<file path="config.mk">
export PLATFORM = sky130hd
export DESIGN_NAME = ser_out_shiftreg_flat
export DESIGN_NICKNAME = d
export VERILOG_FILES = /design/src/rtl/ser_out_shiftreg_if.sv /design/src/rtl/ser_out_shiftreg.sv /design/src/flat_wrapper.sv
export SDC_FILE = /design/constraint.sdc
export NUM_CORES = 1
export LEC_CHECK = 0
export CAP_MARGIN = 5
export CORE_ASPECT_RATIO = 0.5
export CORE_UTILIZATION = 30
export CTS_CLUSTER_DIAMETER = 120
export DETAILED_ROUTE_END_ITERATION = 12
export MAX_ROUTING_LAYER = met4
export RECOVER_POWER = 50
export SYNTH_ARGS = -nofsm -noshare
export SYNTH_HDL_FRONTEND = slang
export SYNTH_SLANG_ARGS = --single-unit
</file>
<file path="constraint.sdc">
create_clock -name clk -period 3.1 [get_ports clk]
set_input_delay 0.465 -clock clk [delete_from_list [all_inputs] [get_ports clk]]
set_output_delay 0.465 -clock clk [all_outputs]
set_load 0.01 [all_outputs]
</file>
<file path="src/rtl/ser_out_shiftreg_if.sv">
// Purpose : bundles the parallel request side and the serial pin side of ser_out_shiftreg.
// Latency : none, wires only.
// Backpressure: none; busy/frame_done report progress and force_req requests are never lost.
//
// Signals:
//   data_in      [WIDTH] value to present on the external register outputs
//   force_req           single-cycle request for a frame even if data_in is unchanged
//   ser_out_clk         external shift clock
//   ser_out_dat         external serial data, MSB first
//   ser_out_rclk        external storage-register latch strobe
//   busy                high while a frame is in progress
//   frame_done          single-cycle pulse on the last latch cycle
// The request input is called force_req because "force" is a reserved word.
interface ser_out_shiftreg_if #(
    parameter int WIDTH = 16
);
    logic [WIDTH-1:0] data_in;
    logic             force_req;
    logic             ser_out_clk;
    logic             ser_out_dat;
    logic             ser_out_rclk;
    logic             busy;
    logic             frame_done;

    // Master: the logic that owns the parallel value.
    modport master (
        output data_in,
        output force_req,
        input  ser_out_clk,
        input  ser_out_dat,
        input  ser_out_rclk,
        input  busy,
        input  frame_done
    );

    // Slave: the serializer itself.
    modport slave (
        input  data_in,
        input  force_req,
        output ser_out_clk,
        output ser_out_dat,
        output ser_out_rclk,
        output busy,
        output frame_done
    );
endinterface

</file>
<file path="src/rtl/ser_out_shiftreg.sv">
// Purpose : serializes data_in into an external shift register (clk/dat/rclk), MSB first.
// Latency : frame starts the cycle after a trigger in IDLE; (2*WIDTH+1)*CLK_DIV cycles to IDLE.
// Backpressure: none; triggers while busy are folded into one pending frame, data changes
//               are picked up by the compare once the block is back in IDLE.
//
// Ports:
//   clk          system clock, rising edge
//   reset        asynchronous, active-high
//   bus          ser_out_shiftreg_if.slave (data_in, force_req in; serial pins, busy,
//                frame_done out)
// Build option: define SER_OUT_REFRESH_EN to add the periodic refresh counter (period
// REFRESH clk cycles). Without it REFRESH is not used and frames start only on pending,
// force_req or a change of data_in.
module ser_out_shiftreg #(
    parameter int WIDTH   = 16,
    parameter int CLK_DIV = 4,
    parameter int REFRESH = 65536
) (
    input  logic                clk,
    input  logic                reset,
    ser_out_shiftreg_if.slave   bus
);
    localparam logic [1:0] IDLE     = 2'd0;
    localparam logic [1:0] SHIFT_LO = 2'd1;
    localparam logic [1:0] SHIFT_HI = 2'd2;
    localparam logic [1:0] LATCH    = 2'd3;

    localparam int             BW      = (WIDTH > 1) ? $clog2(WIDTH) : 1;
    localparam logic [7:0]     HP_LOAD = 8'(CLK_DIV - 1);
    localparam logic [BW-1:0]  BIT_TOP = BW'(WIDTH - 1);

    logic [1:0]       state;
    logic [7:0]       hp_cnt;
    logic [BW-1:0]    bit_cnt;
    logic [WIDTH-1:0] shift;
    logic [WIDTH-1:0] last_sent;
    logic             pending;
    logic             refresh_wrap;
    logic             start;
    logic             hp_zero;

`ifdef SER_OUT_REFRESH_EN
    localparam int              RW          = (REFRESH > 2) ? $clog2(REFRESH) : 1;
    localparam logic [RW-1:0]   REFRESH_TOP = RW'(REFRESH - 1);

    logic [RW-1:0] refresh_cnt;

    // Free-running; the wrap cycle is the refresh request.
    always_ff @(posedge clk or posedge reset) begin
        if (reset) begin
            refresh_cnt <= '0;
        end else if (refresh_wrap) begin
            refresh_cnt <= '0;
        end else begin
            refresh_cnt <= refresh_cnt + 1'b1;
        end
    end

    assign refresh_wrap = (refresh_cnt == REFRESH_TOP);
`else
    // No refresh timer: constant 0 for every legal REFRESH (2..2^24).
    assign refresh_wrap = (REFRESH < 2);
`endif

    assign hp_zero = (hp_cnt == 8'd0);

    // All trigger sources collapse into one start, so simultaneous triggers give one frame.
    assign start = (state == IDLE) &&
                   (pending || bus.force_req || refresh_wrap || (bus.data_in != last_sent));

    always_ff @(posedge clk or posedge reset) begin
        if (reset) begin
            state     <= IDLE;
            hp_cnt    <= '0;
            bit_cnt   <= '0;
            shift     <= '0;
            last_sent <= '0;
        end else begin
            case (state)
                IDLE: begin
                    if (start) begin
                        shift     <= bus.data_in;
                        last_sent <= bus.data_in;
                        bit_cnt   <= BIT_TOP;
                        hp_cnt    <= HP_LOAD;
                        state     <= SHIFT_LO;
                    end
                end
                SHIFT_LO: begin
                    if (hp_zero) begin
                        hp_cnt <= HP_LOAD;
                        state  <= SHIFT_HI;
                    end else begin
                        hp_cnt <= hp_cnt - 8'd1;
                    end
                end
                SHIFT_HI: begin
                    if (hp_zero) begin
                        hp_cnt <= HP_LOAD;
                        if (bit_cnt != '0) begin
                            bit_cnt <= bit_cnt - 1'b1;
                            state   <= SHIFT_LO;
                        end else begin
                            state   <= LATCH;
                        end
                    end else begin
                        hp_cnt <= hp_cnt - 8'd1;
                    end
                end
                LATCH: begin
                    if (hp_zero) begin
                        hp_cnt <= '0;
                        state  <= IDLE;
                    end else begin
                        hp_cnt <= hp_cnt - 8'd1;
                    end
                end
                default: begin
                    hp_cnt <= '0;
                    state  <= IDLE;
                end
            endcase
        end
    end

    // Set by reset so the first frame after release goes out unconditionally.
    // A start consumes it; a force or refresh arriving mid-frame re-arms it.
    always_ff @(posedge clk or posedge reset) begin
        if (reset) begin
            pending <= 1'b1;
        end else if (start) begin
            pending <= 1'b0;
        end else if (bus.force_req || refresh_wrap) begin
            pending <= 1'b1;
        end
    end

    // Pins decode straight from state so reset forces them low without waiting for an edge.
    // bit_cnt only moves on the HI->LO step, so dat is stable across the whole bit.
    assign bus.busy         = (state != IDLE);
    assign bus.ser_out_clk  = (state == SHIFT_HI);
    assign bus.ser_out_rclk = (state == LATCH);
    assign bus.ser_out_dat  = ((state == SHIFT_LO) || (state == SHIFT_HI)) && shift[bit_cnt];
    assign bus.frame_done   = (state == LATCH) && hp_zero;

endmodule

</file>
<file path="src/flat_wrapper.sv">
// flat-port wrapper written by rule: the top's interface ports become plain ports
module ser_out_shiftreg_flat 
#(
    parameter int WIDTH   = 16,
    parameter int CLK_DIV = 4,
    parameter int REFRESH = 65536
)
  (clk, reset, bus_data_in, bus_force_req, bus_ser_out_clk, bus_ser_out_dat, bus_ser_out_rclk, bus_busy, bus_frame_done);
  ser_out_shiftreg_if #(.WIDTH(WIDTH)) bus_i ();
  input  logic clk;
  input  logic reset;
  input wire logic [$bits(bus_i.data_in)-1:0] bus_data_in;
  input wire logic [$bits(bus_i.force_req)-1:0] bus_force_req;
  output wire logic [$bits(bus_i.ser_out_clk)-1:0] bus_ser_out_clk;
  output wire logic [$bits(bus_i.ser_out_dat)-1:0] bus_ser_out_dat;
  output wire logic [$bits(bus_i.ser_out_rclk)-1:0] bus_ser_out_rclk;
  output wire logic [$bits(bus_i.busy)-1:0] bus_busy;
  output wire logic [$bits(bus_i.frame_done)-1:0] bus_frame_done;
  assign bus_i.data_in = bus_data_in;
  assign bus_i.force_req = bus_force_req;
  assign bus_ser_out_clk = bus_i.ser_out_clk;
  assign bus_ser_out_dat = bus_i.ser_out_dat;
  assign bus_ser_out_rclk = bus_i.ser_out_rclk;
  assign bus_busy = bus_i.busy;
  assign bus_frame_done = bus_i.frame_done;
  ser_out_shiftreg #(.WIDTH(WIDTH), .CLK_DIV(CLK_DIV), .REFRESH(REFRESH)) u_core (.clk(clk), .reset(reset), .bus(bus_i));
endmodule
</file>
-- After elaboration in Yosys (flattened, before gate mapping)
Cells that the tools add are included.
- register bits: 31
- latch bits: 0
- memories kept: 0
- word-level logic and storage cells: 51
- memory bits (read-only): 0
- RAM bits: 0
- bits of input ports: 19
- output and inout bits: 5
- div/mod/pow operators: 0
- muxes and demuxes: 18
- add/sub/neg operators: 2
- multiply operators: 0
- $lt $le $gt $ge: 1
- shifts and indexed selects: 0
- reductions and logical operators: 16
- bitwise logic cells: 0
- equal/unequal tests: 9
- operators with widths (cell ; count):
    $mux 8 ; 3
    $pmux 8 s3 ; 1
    $ne 16x16->1 ; 1
    $mux 4 ; 3
    $mux 2 ; 5
    $ne 2x1->1 const B ; 5
    $logic_not 8->1 ; 1
    $pmux 2 s4 ; 1
    $pmux 4 s2 ; 1
    $reduce_and 4->1 ; 2
    $sub 8x1->8 const B ; 1
    $reduce_bool 2->1 ; 3
    $lt 4x5->1 const B ; 1
    $bmux 1 s4 ; 1
    $eq 2x2->1 const B ; 2
    $reduce_bool 4->1 ; 1
    $sub 4x1->4 const B ; 1
    $logic_and 1x1->1 ; 3
    $logic_or 1x1->1 ; 3
    $mux 1 ; 3
    $eq 2x1->1 const B ; 1
    $logic_not 2->1 ; 1
    $reduce_and 2->1 ; 1
    $reduce_or 2->1 ; 1

-- Depth between registers and ports, before layout
- word-level depth: 5
- mapped depth: 9

-- Worst setup path after synthesis
No wires, ideal clock.
- kind: register to output
- from: register u_core.bit_cnt[0]
- to: output port bus_ser_out_dat
- arrival time: 1633 ps
- cell stages (with the launch flop): 5
- data required time: 2635 ps
- slack: 1002 ps
- path through: dfrtp_1 buf_2 mux4_2 mux4_2 and2_1
- longest elaborated chain between the ends: 3
- RTL lines (element ; RTL line ; RTL):
    from (decl) ; ser_out_shiftreg.sv:34 ; logic [BW-1:0] bit_cnt;
    from (signal assigned) ; ser_out_shiftreg.sv:101 ; bit_cnt <= bit_cnt - 1'b1;
    $bmux 1 s4 ; ser_out_shiftreg.sv:143 ; assign bus.ser_out_dat = ((state == SHIFT_LO) || (state == SHIFT_HI)) && shift[bit_cnt];
    $mux 1 (not written as such) ; ser_out_shiftreg.sv:143 ;
    $logic_and 1x1->1 ; ser_out_shiftreg.sv:143 ;
    to (decl) ; flat_wrapper.sv:15 ; output wire logic [$bits(bus_i.ser_out_dat)-1:0] bus_ser_out_dat;
Every way passes these cells. The select of a mux whose other input is x is not followed.

-- Worst setup path in the final report
Same ends and word-level chain as after synthesis.

==> flow_summary_export.csv <==
group,metric,value,unit
route,routed_vias,1407,
critical_path,worst_setup_path_end_kind,"output pin",
placed_design,dp.final_hpwl,3000,um
critical_path,worst_ep_arrival_time,2.50,ns
route,post_detailed_routing_wire_length,3960,um
floorplanning,core_area,6080,um^2
critical_path,cpPeakStageDelay,0.55,ns
synthesis,synth_nets,204,
global_route,groute.usage.overall,13.3,%
synthesis,synth_seq_area_share,41.1,%
timing,fmax,337,MHz
timing,max_slew.worst_pin.slew,1.69,ns
floorplanning,chipWidth,114,um
synthesis,ys_types,44,
critical_path,critPathTopFamily,"multiplexers",
hold_path,worst_hold_startpoint,"u_core.hp_cnt[7]",
clock_tree,numCtsBuffers,5,
critical_path,worstSetupStartpoint,"u_core.bit_cnt[0]",
floorplanning,dieHeight,58.2,um
finish,final_cell_mix,"sky130_fd_sc_hd__dfrtp_1, sky130_fd_sc_hd__clkdlybuf4s50_1, sky130_fd_sc_hd__mux2_2",
route,ant_nets_after_route,0,
power_and_ir_drop,leakagePower,0.000999,uW
synthesis,postSynth.topFlopCell,"sky130_fd_sc_hd__dfrtp_1",
finish,nFillCells,600,
finish,drive_above_1_share,20.7,%
floorplanning,initial_utilization,31.1,%
flow_run,max-cap-violations,1,
critical_path,worst-path-buf-inv,1,
critical_path,cp_cell_sequence,"mux4_2 > mux4_2 > and2_1 > clkdlybuf4s50_1",
clock_tree,cts_tree,"built",
clock_tree,cts_root_buf,"sky130_fd_sc_hd__clkbuf_16",
global_route,grt_max_degree,32,
clock_tree,clkSlewWorstSetupHoldPaths,0.05,ns
synthesis,synth_edf_count,0,
critical_path,cp_common_cell,"sky130_fd_sc_hd__mux4_2",
timing,fin_tns_setup,0,ns
critical_path,timing_worst_setup_path_type,"register to output pin",
hold_path,hold_class,"register to register",
timing,timing_max_transition_violations_final,32,
synthesis,synth-async-reset-ratio,100,%
clock_tree,cts.sinks,31,
route,avgViaCountPerCell,4.84,
synthesis,synth-seq-cells,31,
timing,slew-limit-headroom,-12.7,%
route,drt_pass1_iterations,4,
global_route,grt_antenna_before_repair,0,
floorplanning,floorplan.io_pins,24,
synthesis,synth_warnings,0,
placed_design,port_buffers,23,
clock_tree,post_cts_resized,0,
placed_design,placed_cells_incl_taps,283,
status,result_of_the_run,"finished with violations",
global_route,global_route.overflow_total,0,
finish,nets,229,
clock_tree,postCtsHoldBufs,0,
power_and_ir_drop,power_density,430,nW/um^2
synthesis,post_synth_instance_area,1890,um^2
timing,post-route-period-util,95.7,%
critical_path,worst_setup_path_start_kind,"register",
clock_tree,clkLatencyLatePin,0.27,ns
route,detail_route.iter0.violations,83,
timing,setup_repair_after_global_routing_missed_its_margin,"no",
critical_path,worst-endpoint-required,2.63,ns
critical_path,regToRegStartpoint,"u_core.shift[1]",
floorplanning,dieArea,6650,um^2
finish,final-instance-count-excl-fill,291,
synthesis,synth_area_per_cell,10.7,um^2
critical_path,crit_path_max_fanout,8,
finish,most_common_cell_after_layout_fill_and_taps_aside,"sky130_fd_sc_hd__dfrtp_1",
power_and_ir_drop,max-vdd-ir-drop,0.201,mV
timing,hold_viol,0,
placed_design,gp_congestion,0.805,
timing,timing.clock.skew,0.00304,ns
clock_tree,clock_tree.htree_level_count,2,
status,violations,"max-capacitance violations, max-slew violations",
route,drt_drc_violations_left,0,
floorplanning,floorplan.rows,20,
timing,fin_crit,2.97,ns
power_and_ir_drop,report.power.total,1020,uW
finish,num_antenna_cells,0,
finish,stdcell_area,2380,um^2
global_route,via_count_of_the_first_global_routing_pass,1426,
clock_tree,ctsLongestPathBuffers,2,
global_route,grt_pass1_wl,6730,um
timing,final.hold.worst_slack,0.519,ns
clock_tree,buffers_inserted_during_post_cts_setup_optimization,0,
critical_path,slowest_stage,"sky130_fd_sc_hd__mux4_2",
route,wl_per_instance,13.6,um
placed_design,dpl_cell_area,2210,um^2
synthesis,postSynthCellCount,177,
timing,setup_viol_count_final,0,
finish,areaGrowthSynthToFinish,25.7,%
cell families (layout without fill, tap and decap cells):
family | count (synthesis) | count (layout) | share of synthesized area [%]
AOI/OAI and AO/OA | 34 | 34 | 12.4
muxes | 21 | 21 | 15.5
buffers and inverters | 19 | 45 | 4.70
adders and majority gates | 8 | 8 | 5.29
xor gates and xnor gates | 13 | 13 | 6.02
DFF | 31 | 31 | 41.1
and+or+nand+nor | 51 | 51 | 15.0
per-stage QoR:
| stage | utilization [%] | worst slack, ns |
|---|---|---|
| final | 39.1 | 0.132 |
| after global routing | 39.1 | 0.0439 |
| after CTS | 39.2 | 0.109 |
| after detailed placement | 36.3 | 0.406 |
| after global placement | 36.3 | 0.453 |
| after floorplan | - | 1.00 |
cell usage after synthesis (3+ instances only):
master                      n  area share (%)
sky130_fd_sc_hd__dfrtp_1   30              40
sky130_fd_sc_hd__mux2_2    16             9.5
sky130_fd_sc_hd__xnor2_1   13             6.0
sky130_fd_sc_hd__nor2_1    12             2.4
sky130_fd_sc_hd__inv_1     11             2.2
sky130_fd_sc_hd__o21ai_0   10             2.6
sky130_fd_sc_hd__a21oi_1    8             2.1
sky130_fd_sc_hd__ha_1       8             5.3
sky130_fd_sc_hd__nand2_1    8             1.6
sky130_fd_sc_hd__nand3_1    6             1.6
sky130_fd_sc_hd__mux4_2     5             6.0
sky130_fd_sc_hd__clkbuf_1   3            0.60
sky130_fd_sc_hd__nand4_1    3            0.99
sky130_fd_sc_hd__nor3_1     3            0.79
sky130_fd_sc_hd__o221a_2    3             1.8
power by group:
part           internal, uW       switching [uW]
logic                  26.9                 19.6
registers               405  0.00000000000000595
clock network           399                  172
final timing paths:
kind                            slack (ns)  depth (start not counted)           endpoint
worst max-delay path                  0.13                          4    bus_ser_out_dat
worst min-delay path                  0.52                          1   u_core.hp_cnt[7]
worst max register to register        0.94                          6  u_core.bit_cnt[0]
worst min register to register        0.52                          1   u_core.hp_cnt[7]
max in group asynchronous             0.89                          3    u_core.shift[3]
min in group asynchronous             1.23                          3  u_core.bit_cnt[2]
routing by layer:
| layer | routed length, um | track usage, % | share of wire [%] | up-vias |
|---|---|---|---|---|
| met5 | 0 | - | 0 | - |
| met4 | 32 | 3.15 | 0.81 | 0 |
| met3 | 93 | 2.82 | 2.3 | 4 |
| met2 | 1910 | 22.6 | 48 | 17 |
| met1 | 1930 | 16.4 | 49 | 691 |
| li1 | - | - | - | 695 |
layout make-up:
class	count	area, um^2	area share [%]
Sequential cell	31	777	32.7
Multi-Input combinational cell	127	1030	43.2
Clock inverter	2	35.0	1.47
Timing Repair Buffer	26	249	10.5
Inverter	11	41.3	1.74
Tap cell	88	110	4.63
Clock buffer	6	139	5.84
registers in the layout, summed over array words and instances, names as in the netlist:
signal	count
u_core.bit_cnt	4
u_core.shift	16
u_core.state	2
u_core.pending	1
u_core.hp_cnt	8
Note: power is estimated with default switching activity, not from simulation.
